### src/rtl/btn_conditioner.sv
`default_nettype none
// ============================================================================
//  Module      : btn_conditioner
//  Description : Push-button input conditioner. Synchronises raw active-low
//                button pins into the clk domain, then debounces each channel
//                into a clean active-low level. Also emits single-cycle
//                press, release and long-press pulses, plus a held flag.
//  Revision    : 1.0 - initial release
// ============================================================================
module btn_conditioner #(
    parameter int N_BTN             = 2,
    parameter int SYNC_STAGES       = 2,
    parameter int DEBOUNCE_CYCLES   = 1_000_000,
    parameter int LONG_PRESS_CYCLES = 50_000_000
) (
    input  logic             clk,
    input  logic             reset,        // asynchronous, active low
    input  logic [N_BTN-1:0] btn_raw,      // 0 = pressed, asynchronous to clk
    output logic [N_BTN-1:0] btn_level,    // 0 = pressed, debounced
    output logic [N_BTN-1:0] btn_press,
    output logic [N_BTN-1:0] btn_release,
    output logic [N_BTN-1:0] btn_long,
    output logic [N_BTN-1:0] btn_held
);

    // One counter width serves both the debounce and the hold counter. It is
    // wide enough to hold the larger threshold itself, so neither ever wraps.
    localparam int C_MAX_CYCLES = (DEBOUNCE_CYCLES > LONG_PRESS_CYCLES) ?
                                  DEBOUNCE_CYCLES : LONG_PRESS_CYCLES;
    localparam int C_CNT_W      = $clog2(C_MAX_CYCLES + 1);

    localparam logic [C_CNT_W-1:0] C_DEB_LAST  = C_CNT_W'(DEBOUNCE_CYCLES - 1);
    localparam logic [C_CNT_W-1:0] C_LONG_LAST = C_CNT_W'(LONG_PRESS_CYCLES - 1);
    localparam logic [C_CNT_W-1:0] C_LONG_MAX  = C_CNT_W'(LONG_PRESS_CYCLES);
    localparam logic [C_CNT_W-1:0] C_ONE       = C_CNT_W'(1);

    typedef enum logic [1:0] {
        S_RELEASED     = 2'd0,
        S_PRESS_WAIT   = 2'd1,
        S_PRESSED      = 2'd2,
        S_RELEASE_WAIT = 2'd3
    } state_t;

    for (genvar gi = 0; gi < N_BTN; gi++) begin : g_chan

        logic [SYNC_STAGES-1:0] r_sync;
        logic                   w_s_sync;

        state_t                 r_state;
        state_t                 w_state_nxt;
        logic [C_CNT_W-1:0]     r_deb_cnt;
        logic [C_CNT_W-1:0]     w_deb_cnt_nxt;
        logic [C_CNT_W-1:0]     r_hold_cnt;
        logic [C_CNT_W-1:0]     w_hold_cnt_nxt;
        logic                   r_level;
        logic                   w_level_nxt;
        logic                   r_press;
        logic                   w_press_nxt;
        logic                   r_release;
        logic                   w_release_nxt;
        logic                   r_long;
        logic                   w_long_nxt;
        logic                   r_held;
        logic                   w_held_nxt;

        // Synchroniser chain; resets to the released level so no false press appears.
        always_ff @(posedge clk or negedge reset) begin
            if (!reset) begin
                r_sync <= '1;
            end else begin
                r_sync <= {r_sync[SYNC_STAGES-2:0], btn_raw[gi]};
            end
        end

        assign w_s_sync = r_sync[SYNC_STAGES-1];

        // FSM state, counters and registered outputs.
        always_ff @(posedge clk or negedge reset) begin
            if (!reset) begin
                r_state    <= S_RELEASED;
                r_deb_cnt  <= '0;
                r_hold_cnt <= '0;
                r_level    <= 1'b1;
                r_press    <= 1'b0;
                r_release  <= 1'b0;
                r_long     <= 1'b0;
                r_held     <= 1'b0;
            end else begin
                r_state    <= w_state_nxt;
                r_deb_cnt  <= w_deb_cnt_nxt;
                r_hold_cnt <= w_hold_cnt_nxt;
                r_level    <= w_level_nxt;
                r_press    <= w_press_nxt;
                r_release  <= w_release_nxt;
                r_long     <= w_long_nxt;
                r_held     <= w_held_nxt;
            end
        end

        // Next-state logic: debounce both edges, time the hold, form event pulses.
        always_comb begin
            w_state_nxt    = r_state;
            w_deb_cnt_nxt  = r_deb_cnt;
            w_hold_cnt_nxt = r_hold_cnt;
            w_level_nxt    = r_level;
            w_press_nxt    = 1'b0;
            w_release_nxt  = 1'b0;
            w_long_nxt     = 1'b0;
            w_held_nxt     = r_held;

            case (r_state)
                S_RELEASED: begin
                    if (!w_s_sync) begin
                        if (DEBOUNCE_CYCLES == 1) begin
                            // Single-cycle debounce accepts on the first differing sample.
                            w_state_nxt    = S_PRESSED;
                            w_level_nxt    = 1'b0;
                            w_press_nxt    = 1'b1;
                            w_hold_cnt_nxt = '0;
                            w_deb_cnt_nxt  = '0;
                        end else begin
                            w_state_nxt   = S_PRESS_WAIT;
                            w_deb_cnt_nxt = C_ONE;
                        end
                    end
                end

                S_PRESS_WAIT: begin
                    if (w_s_sync) begin
                        w_state_nxt   = S_RELEASED;
                        w_deb_cnt_nxt = '0;
                    end else if (r_deb_cnt == C_DEB_LAST) begin
                        w_state_nxt    = S_PRESSED;
                        w_level_nxt    = 1'b0;
                        w_press_nxt    = 1'b1;
                        w_hold_cnt_nxt = '0;
                        w_deb_cnt_nxt  = '0;
                    end else begin
                        w_deb_cnt_nxt = r_deb_cnt + C_ONE;
                    end
                end

                S_PRESSED: begin
                    // Saturating hold count; it only returns to zero on a new press,
                    // so the threshold crossing happens at most once per press.
                    if (r_hold_cnt != C_LONG_MAX) begin
                        w_hold_cnt_nxt = r_hold_cnt + C_ONE;
                    end
                    if (w_s_sync && (DEBOUNCE_CYCLES == 1)) begin
                        // Release accepted on this edge wins over a coincident long press.
                        w_state_nxt    = S_RELEASED;
                        w_level_nxt    = 1'b1;
                        w_release_nxt  = 1'b1;
                        w_held_nxt     = 1'b0;
                        w_hold_cnt_nxt = '0;
                        w_deb_cnt_nxt  = '0;
                    end else begin
                        if (w_s_sync) begin
                            w_state_nxt   = S_RELEASE_WAIT;
                            w_deb_cnt_nxt = C_ONE;
                        end
                        if (r_hold_cnt == C_LONG_LAST) begin
                            w_long_nxt = 1'b1;
                            w_held_nxt = 1'b1;
                        end
                    end
                end

                S_RELEASE_WAIT: begin
                    if (!w_s_sync) begin
                        // Bounce back: the hold timer resumes rather than restarting.
                        w_state_nxt   = S_PRESSED;
                        w_deb_cnt_nxt = '0;
                    end else if (r_deb_cnt == C_DEB_LAST) begin
                        w_state_nxt    = S_RELEASED;
                        w_level_nxt    = 1'b1;
                        w_release_nxt  = 1'b1;
                        w_held_nxt     = 1'b0;
                        w_hold_cnt_nxt = '0;
                        w_deb_cnt_nxt  = '0;
                    end else begin
                        w_deb_cnt_nxt = r_deb_cnt + C_ONE;
                    end
                end

                default: begin
                    w_state_nxt   = S_RELEASED;
                    w_deb_cnt_nxt = '0;
                end
            endcase
        end

        assign btn_level[gi]   = r_level;
        assign btn_press[gi]   = r_press;
        assign btn_release[gi] = r_release;
        assign btn_long[gi]    = r_long;
        assign btn_held[gi]    = r_held;
    end

endmodule
`default_nettype wire
### config.mk
export PLATFORM = sky130hd
export DESIGN_NAME = btn_conditioner
export DESIGN_NICKNAME = d
export VERILOG_FILES = /design/src/rtl/btn_conditioner.sv
export SDC_FILE = /design/constraint.sdc
export NUM_CORES = 1
export LEC_CHECK = 0
export ABC_AREA = 1
export CAP_MARGIN = 20
export CORE_MARGIN = 1.5
export CORE_UTILIZATION = 63
export CTS_CLUSTER_SIZE = 10
export DETAILED_ROUTE_END_ITERATION = 7
export PLACE_DENSITY = 0.8
export SYNTH_ARGS = -nofsm -noshare
export SYNTH_HDL_FRONTEND = slang
export SYNTH_SLANG_ARGS = --single-unit
### constraint.sdc
create_clock -name clk -period 1.7 [get_ports clk]
set_input_delay 0.17 -clock clk [delete_from_list [all_inputs] [get_ports clk]]
set_output_delay 0.17 -clock clk [all_outputs]
set_load 0.02 [all_outputs]
==> key figures, run 1 <==
Status
  – Status: complete, but fails checks
  – Violated checks: negative setup slack

Logic synthesis
  – Gate Count Post-Synth: 1181
  – #FFs+latches synth: 122
  – Avg Cell Area, Syn: 6.68 um^2
  – Post-synth ARST share: 100%
  – Number of flops mapped to enable cells by yosys: 0
  – Prevailing post-synth register cell: dfrtp_1
  – Post-synthesis cell type count: 41
  – Mapped cell area: 7890 um^2
  – Sequential-to-total area share from yosys stat: 38.8%
  – Syn Nets: 1191
  – Synth warn: 0

Setup path
  – Critical path type: reg -> reg
  – Critical path endpoint category: register
  – Arrival @ worst endpoint: 2.02 ns
  – Slack of the worst reg-to-reg path: -0.03 ns
  – R2r startpoint: g_chan[1].r_deb_cnt[6]
  – Element type at the critical path start: register
  – CP Max Fanout: 7
  – R2R depth: 9
  – RR Endpoint: g_chan[1].r_deb_cnt[22]
  – Worst path required time: 1.99 ns

Clock tree
  – Clk sinks: 122
  – Total CTS buffers: 17
  – Clk pin slew, worst setup/hold paths: 0.06 ns
  – CTS tree: yes
  – Clk_lat worst skew: 0.42 ns
  – Clock Path Buffers: 2
  – H-tree levels: 4
  – Clk root buf: clkbuf_16

Finish
  – Final net count: 1301
  – Layout cells sized above 1: 20.2%
  – Area Overhead vs Synth: 24.3%
  – Layout Cells excl Fill: 1472
  – Commonest non-fill, non-tap cell in the layout: nand2_1
  – Commonest non-fill, non-tap cells in the layout: nand2_1, nor2_1, dfrtp_1
  – Core Util, Final: 81.0%
  – N_diodes: 0

Hold path
  – Worst Hold Path EP: g_chan[0].r_sync[0]
  – Worst Hold Class: in -> reg
  – Beginning of the worst hold path: btn_raw[0]
  – WHS Path Cells: 1

GRT
  – Gr usage total: 32.2%
  – Largest net degree at the start of global routing: 38
  – Vias in the first global route: 7327
  – Wire length of the first global-routing pass: 34100 um
  – Initial antenna violation count: 0
  – Grt total ovfl: 0

STA
  – Final Cycle Share: 102%
  – Worst rel slew slack: 63.8%
  – Worst slew pin tran: 0.544 ns
  – Hold Vio Cnt, Final: 0
  – Unrepaired setup endpoints after global routing: true
  – Final slew viol count: 0
  – Final setup margin: -0.0305 ns
  – Final worst clock skew: 0.00707 ns
  – Setup violators final: 15
  – Fmax: 578 MHz
  – Crit path time final: 1.73 ns

Floorplanning
  – Initial Util: 65.2%
  – Cell Rows: 40
  – Die area: 13200 um^2
  – Die Height: 115 um
  – I/O pin cnt: 14
  – Core area: 12100 um^2
  – Die extent in x: 115 um

Placed design
  – Dpl cells: 1417
  – Routability congestion estimate: 0.940
  – DP HPWL: 13600 um
  – Worst slack, placed: -0.0459 ns
  – Port-buffer cells: 13

Detailed routing
  – Total Wirelength: 21500 um
  – Avg WL per Cell: 14.6 um
  – Via/cell ratio: 5.58
  – DRT Pass-1 Iters: 5
  – 1st-iter DRT viols: 813
  – Remaining routing DRC violations: 0
  – Via count: 8210
  – Routed Antenna Nets: 0

Power
  – Pwr/cell area: 727 nW/um^2
  – Maximum vdd ir drop: 0.680 mV
  – Cell leakage power: 4.61 nW

Run
  – Max-Cap Viols: 0
-- cell usage after synthesis (11+ instances only) --
master / n / share of area (%)
a21oi_1: 15 / 0.95
o22ai_1: 14 / 1.1
inv_1: 119 / 5.7
nand3_1: 98 / 6.2
nor2_2: 17 / 1.3
nand4_1: 18 / 1.4
nor2_1: 170 / 8.1
o21ai_0: 33 / 2.1
dfrtp_1: 116 / 37
nor3_1: 16 / 1.0
buf_4: 13 / 1.2
or2_2: 11 / 0.87
xor2_1: 12 / 1.3
nand2_1: 436 / 21
-- metal layers --
layer | up-vias | track usage, % | part of all wire [%]
li1 | 3945 | - | -
met1 | 3797 | 41.8 | 41
met2 | 391 | 54.4 | 49
met3 | 77 | 6.69 | 7.5
met4 | 0 | 10.0 | 2.9
met5 | - | 0 | 0
-- power by group --
part / leakage, nW / internal (mW) / switching [mW] / total [mW]
sequential: 1.67 / 2.93 / 0.0203 / 2.95
combinational: 2.64 / 0.103 / 0.181 / 0.284
clock: 0.303 / 2.57 / 1.33 / 3.90
total: 4.61 / 5.61 / 1.53 / 7.13
-- area by class of cell --
cell class	instances	area, um^2
Clock buffer	22	474
Tap cell	168	210
Multi-Input combinational cell	906	4430
Sequential cell	122	3070
Timing Repair Buffer	117	985
Fill cell	832	2300
Inverter	127	482
Clock inverter	10	165
-- cell families after synthesis --
| family | count (synthesis) | share of synthesized area [%] |
|---|---|---|
| buf+inv | 154 | 8.64 |
| compound gates | 81 | 5.94 |
| flops | 122 | 38.8 |
| xor+xnor | 18 | 2.09 |
| fa+ha+maj | 6 | 0.951 |
| simple gates | 800 | 43.6 |
-- state kept, by name (all words and copies together) (netlist names), named ones only --
signal,count
g_chan.r_deb_cnt,52
g_chan.r_hold_cnt,52
g_chan.r_sync,4
g_chan.r_held,2
g_chan.r_level,2
g_chan.r_long,2
g_chan.r_press,2
g_chan.r_release,2
g_chan.r_state,2
-- repair_timing --
| item | CTS | global route |
|---|---|---|
| setup buffers | 7 | 10 |
| hold endpoints to repair | 30 | 0 |
| cloned | 0 | 5 |
| resized for setup | 9 | 97 |
| pin swaps | 4 | 21 |
| hold buffers | 1 | 0 |
| setup endpoints to repair | 34 | 105 |
-- worst max-delay path, cell delays in order (launching register included) --
cell and delay [ns]:
dfrtp_2 0.45, inv_1 0.15, nand2_1 0.06, nor2_1 0.13
nand3_1 0.19, nor2_4 0.19, nor2_4 0.08, buf_4 0.17
nand3_1 0.08, o21ai_1 0.09
-- through the flow --
step	setup TNS [ns]	power, mW	area (um^2)	hold slack, ns
2_1_floorplan	0	3.10	7890	-0.126
3_3_place_gp	0	3.23	8680	0.178
3_5_place_dp	-0.408	3.24	8680	0.182
4_1_cts	0	7.12	9430	0.150
5_1_grt	-4.29	7.35	9810	0.138
6_report	-0.108	7.13	9810	0.152
-- worst max-delay path by stage --
| stage | from | endpoint | slack (ns) | cells after the start |
|---|---|---|---|---|
| 3_3_place_gp | g_chan[1].r_deb_cnt[1] | g_chan[1].r_hold_cnt[17] | 0.02 | 11 |
| 4_1_cts | g_chan[1].r_hold_cnt[0] | g_chan[1].r_hold_cnt[22] | 0.0002 | 12 |
| 3_5_place_dp | g_chan[1].r_deb_cnt[1] | g_chan[1].r_hold_cnt[22] | -0.05 | 11 |
| 6_report | g_chan[1].r_deb_cnt[6] | g_chan[1].r_deb_cnt[22] | -0.03 | 9 |
| 2_1_floorplan | g_chan[0].r_deb_cnt[0] | g_chan[0].r_hold_cnt[14] | 0.12 | 11 |
| 5_1_grt | g_chan[1].r_deb_cnt[6] | g_chan[1].r_deb_cnt[22] | -0.11 | 9 |
Note: power is estimated with default switching activity, not from simulation.
==> inputs of run 2 (changes only) <==
- CAP_MARGIN: 20 -> 10
==> results of run 2 <==
Same layout as run 1: the final DEF is identical, and so are final timing and power.
==> patch 1, RTL diff (flow settings as in run 1) <==
Register the output `btn_press` once more, cleared by the reset; this adds one clock of latency there. The other outputs are not delayed to match.
--- a/src/rtl/btn_conditioner.sv
+++ b/src/rtl/btn_conditioner.sv
@@ -41,6 +41,8 @@
         S_RELEASE_WAIT = 2'd3
     } state_t;
 
+    logic [N_BTN-1:0] btn_press_d;
+
     for (genvar gi = 0; gi < N_BTN; gi++) begin : g_chan
 
         logic [SYNC_STAGES-1:0] r_sync;
@@ -191,11 +193,19 @@
         end
 
         assign btn_level[gi]   = r_level;
-        assign btn_press[gi]   = r_press;
+        assign btn_press_d[gi]   = r_press;
         assign btn_release[gi] = r_release;
         assign btn_long[gi]    = r_long;
         assign btn_held[gi]    = r_held;
     end
 
+    always_ff @(posedge clk or negedge reset) begin
+        if (!reset) begin
+            btn_press <= '0;
+        end else begin
+            btn_press <= btn_press_d;
+        end
+    end
+
 endmodule
 `default_nettype wire
Formal check against the unedited RTL: no difference found for any inputs over 10 cycles, from zero or initial values and one cycle with reset low; that may be too few to reach the edited logic, so the function may still have changed.
==> patch 1 against run 1 <==
  * Largest cell class unchanged
  * Power down 3.7%
  * Sequential power up 2%
  * Count of clock-buffer cells in the layout decreased by 3
  * Worst setup slack got worse by 0.16 ns
  * Cell area increased by 2.0%
  * Core utilization increased by 2.0 points
  * The run still ends with setup timing left
  * Synthesized area down 0.76%
  * Sequential cell count grew 2
  * Highest routed layer unchanged
  * Routed wire length up 8.1%
  * Critical path type unchanged
==> patch 1: results (changes against run 1) <==
The run gives 0.0100 mm2 (+2.0%) as the final non-filler cell area. The worst IR drop on VDD was 0.786 mV (+16%). The worst register-to-register path ends at g_chan[1].r_hold_cnt[25]. The commonest cells after synthesis are nand2_1, nor2_1, nand3_1, dfrtp_1, inv_1. The maximum cell stage delay along the critical path was 0.39 ns (-0.06 ns); the data arrival at the endpoint of the critical path was 2.20 ns (+0.18 ns).

The flow ran to the end, but the final reports show violations. The fraction of layout cells with a size suffix above 1 is 21.2% (+0.95 points). The layout net count is 1299 (-0.15%), and the sequential share of cell area is 31.1% (-0.12 points).

The setup slack of the critical path after layout came out at -0.190 ns (-0.159 ns). The first-pass GRT wire length is 34300 um (+0.59%). For the weighted congestion reported at the end of routability-driven placement, the log shows 0.995 (+5.8%).

The slew at the pin closest to its max-slew limit was 0.436 ns (-0.108 ns). For the total of endpoints with negative setup slack in the final report, the log shows 40 (+25). For the HPWL reported at the end of detailed placement, the log shows 14100 um (+3.6%). The detailed-routed wire length on met2 was 11000 um (+5.0%). The count of cells along the worst register-to-register path is 10 (+1).

Clock skew after layout: 0.00774 ns (+0.000668 ns). The met2 demand-to-capacity share in global routing came out at 53.1% (-1.4 points). The final reports fail on setup timing. The final setup TNS is -4.21 ns (-4.10 ns).

Slowest stage cell on the critical path: dfrtp_1. The proportion of final cell area spent on non-clock buffers is 11.0% (+1.0 points). In this run the critical register-to-register path is launched from g_chan[1].r_deb_cnt[1].

The routing usage on met1 was 43.7% (+1.9 points). Via count normalized by instance count: 5.76 (+3.2%). The clock tree cell share of total cell area was 5.67% (-0.84 points); the routed via count was 8463 (+3.1%). The number of distinct library cell variants in the gate-level netlist after synthesis came out at 42 (+2.4%).
## patch 1: cell count changes after synthesis, moves of 4 or more
cell | run 1 | this run
nor3_1 | 16 | 24
o21ai_0 | 33 | 39
buf_4 | 13 | 9
o22ai_1 | 14 | 9
nand3_1 | 98 | 121
inv_2 | 8 | 3
or2_2 | 11 | 7
nor2_2 | 17 | 8
inv_1 | 119 | 110
o21bai_1 | 3 | 7
nand2_1 | 436 | 422
clkbuf_1 | 3 | 7
## patch 1: kinds of logic (layout without fill, tap and decap cells)
logic type | count (synthesis) | in the layout | synth area share, %
xor+xnor | 16 | 16 | 1.79
compound gates | 79 | 79 | 5.62
fa+ha+maj | 6 | 6 | 0.958
flops | 124 | 124 | 39.7
buf+inv | 140 | 264 | 7.62
simple gates | 810 | 813 | 44.3
## patch 1: report_power, final
part           leakage, uW  switching [uW]  total, uW  internal, uW
combinational      0.00258             208        325           117
sequential         0.00169            22.0       3000          2980
clock             0.000274            1370       3540          2170
==> patch 2, RTL diff (config.mk and constraints of run 1) <==
Without the edit above. The parameter `LONG_PRESS_CYCLES` goes from 50_000_000 to 100_000_000.
--- a/src/rtl/btn_conditioner.sv
+++ b/src/rtl/btn_conditioner.sv
@@ -11,7 +11,7 @@
     parameter int N_BTN             = 2,
     parameter int SYNC_STAGES       = 2,
     parameter int DEBOUNCE_CYCLES   = 1_000_000,
-    parameter int LONG_PRESS_CYCLES = 50_000_000
+    parameter int LONG_PRESS_CYCLES = 100_000_000
 ) (
     input  logic             clk,
     input  logic             reset,        // asynchronous, active low
Formal check against the unedited RTL: same outputs for any inputs over 10 cycles, from zero or initial values and one cycle with reset low; that may be too few to reach the edited logic, so the function may still have changed.
==> patch 2 against run 1 <==
  * The flow still finishes with violations (setup timing)
  * First-iteration DRC count is 11% higher
  * Sequential share of layout area is 0.26 points lower
  * Non-clock buffer count stayed put
  * Routed wire length is 9.9% higher
  * Sequential cell count is 4 higher
  * Core utilization hardly changed
  * Clock power is 1% lower
  * Critical endpoint is now g_chan[0].r_hold_cnt[12]
  * Sequential power is 3% higher
  * Power is 0.94% higher
  * Synthesized cell count is 1.7% higher
  * Synthesized area is 3.0% higher
  * Worst setup slack worse by 0.13 ns
  * Cell area is 4.1% higher
==> patch 2: results (changes against run 1) <==
The run gives 35 (+20) as the total of endpoints with negative setup slack in the final report. The global-route usage over all layers is 33.4% (+1.1 points). The final cell count without fillers is 1501 (+2.0%).

The cell count after placement is 1438 (+1.5%). The pin count of the biggest net entering global routing was 46 (+21%); the xor and xnor fraction of the mapped netlist area was 3.23% (+1.1 points). The post-synthesis instance total was 1201 (+1.7%); the final wirelength was 23600 um (+9.9%). For the count of flip-flops and latches, the log shows 126 (+3.3%). The power per cell area is 705 mW/mm2 (-3.1%).

The clock tree cell share of total cell area is 6.01% (-0.50 points). Number of multi-input logic gates: 921 (+1.7%). The worst IR drop on VDD was 0.616 mV (-9.3%); the worst max-slew margin expressed relative to the limit was 70.5% (+6.8 points). The share of total power consumed by net switching was 21.9% (+0.49 points); the combinational-cell power consumption was 293 uW (+3%).

The final reports fail on setup timing. The setup slack of the critical path after layout was -0.158 ns (-0.128 ns). Count of inverters other than clock inverters in the layout: 133 (+4.7%). The HPWL reported at the end of detailed placement was 14400 um (+5.4%). Maximum cell stage delay along the critical path: 0.39 ns (-0.06 ns). The flow ran to the end, but the final reports show violations. The total length of routed met3 wires is 1970 um (+22%), and the leakage power of the design is 0.00454 uW (-1.4%). For this design, the slowest cell found on the critical path is dfrtp_1.

The tools report the count of routing violations after the opening detailed-route iteration as 904 (+11%).
==> patch 2: changes by cell type after synthesis, sizes merged, moves of 8 or more <==
cell,change
a21oi,-8
nor2,-13
xor2,+10
o21ai,+25
nand2,-20
nand3,+24
==> patch 2: metrics by stage <==
step | TNS [ns] | setup slack [ns]
after detailed placement | -0.560 | -0.0368
after global placement | 0 | 0.0321
after global routing | -7.65 | -0.248
after CTS | -0.210 | -0.0316
final | -3.84 | -0.158
after floorplan | 0 | 0.0582
==> patch 2: timing repair <==
action | in CTS | in global routing
resized for setup | 11 | 94
setup endpoints to repair | 53 | 101
hold buffers | 1 | 0
endpoints found under the hold margin | 120 | 0
cloned | 2 | 11
pin swaps | 1 | 27
buffers inserted | 2 | 15
==> patch 2: metal layers <==
metal | GRT usage, % | vias to the layer above
met3 | 6.33 | 93
met2 | 56.1 | 463
met4 | 9.88 | 0
met1 | 44.2 | 3965
met5 | 0 | -
li1 | - | 4043
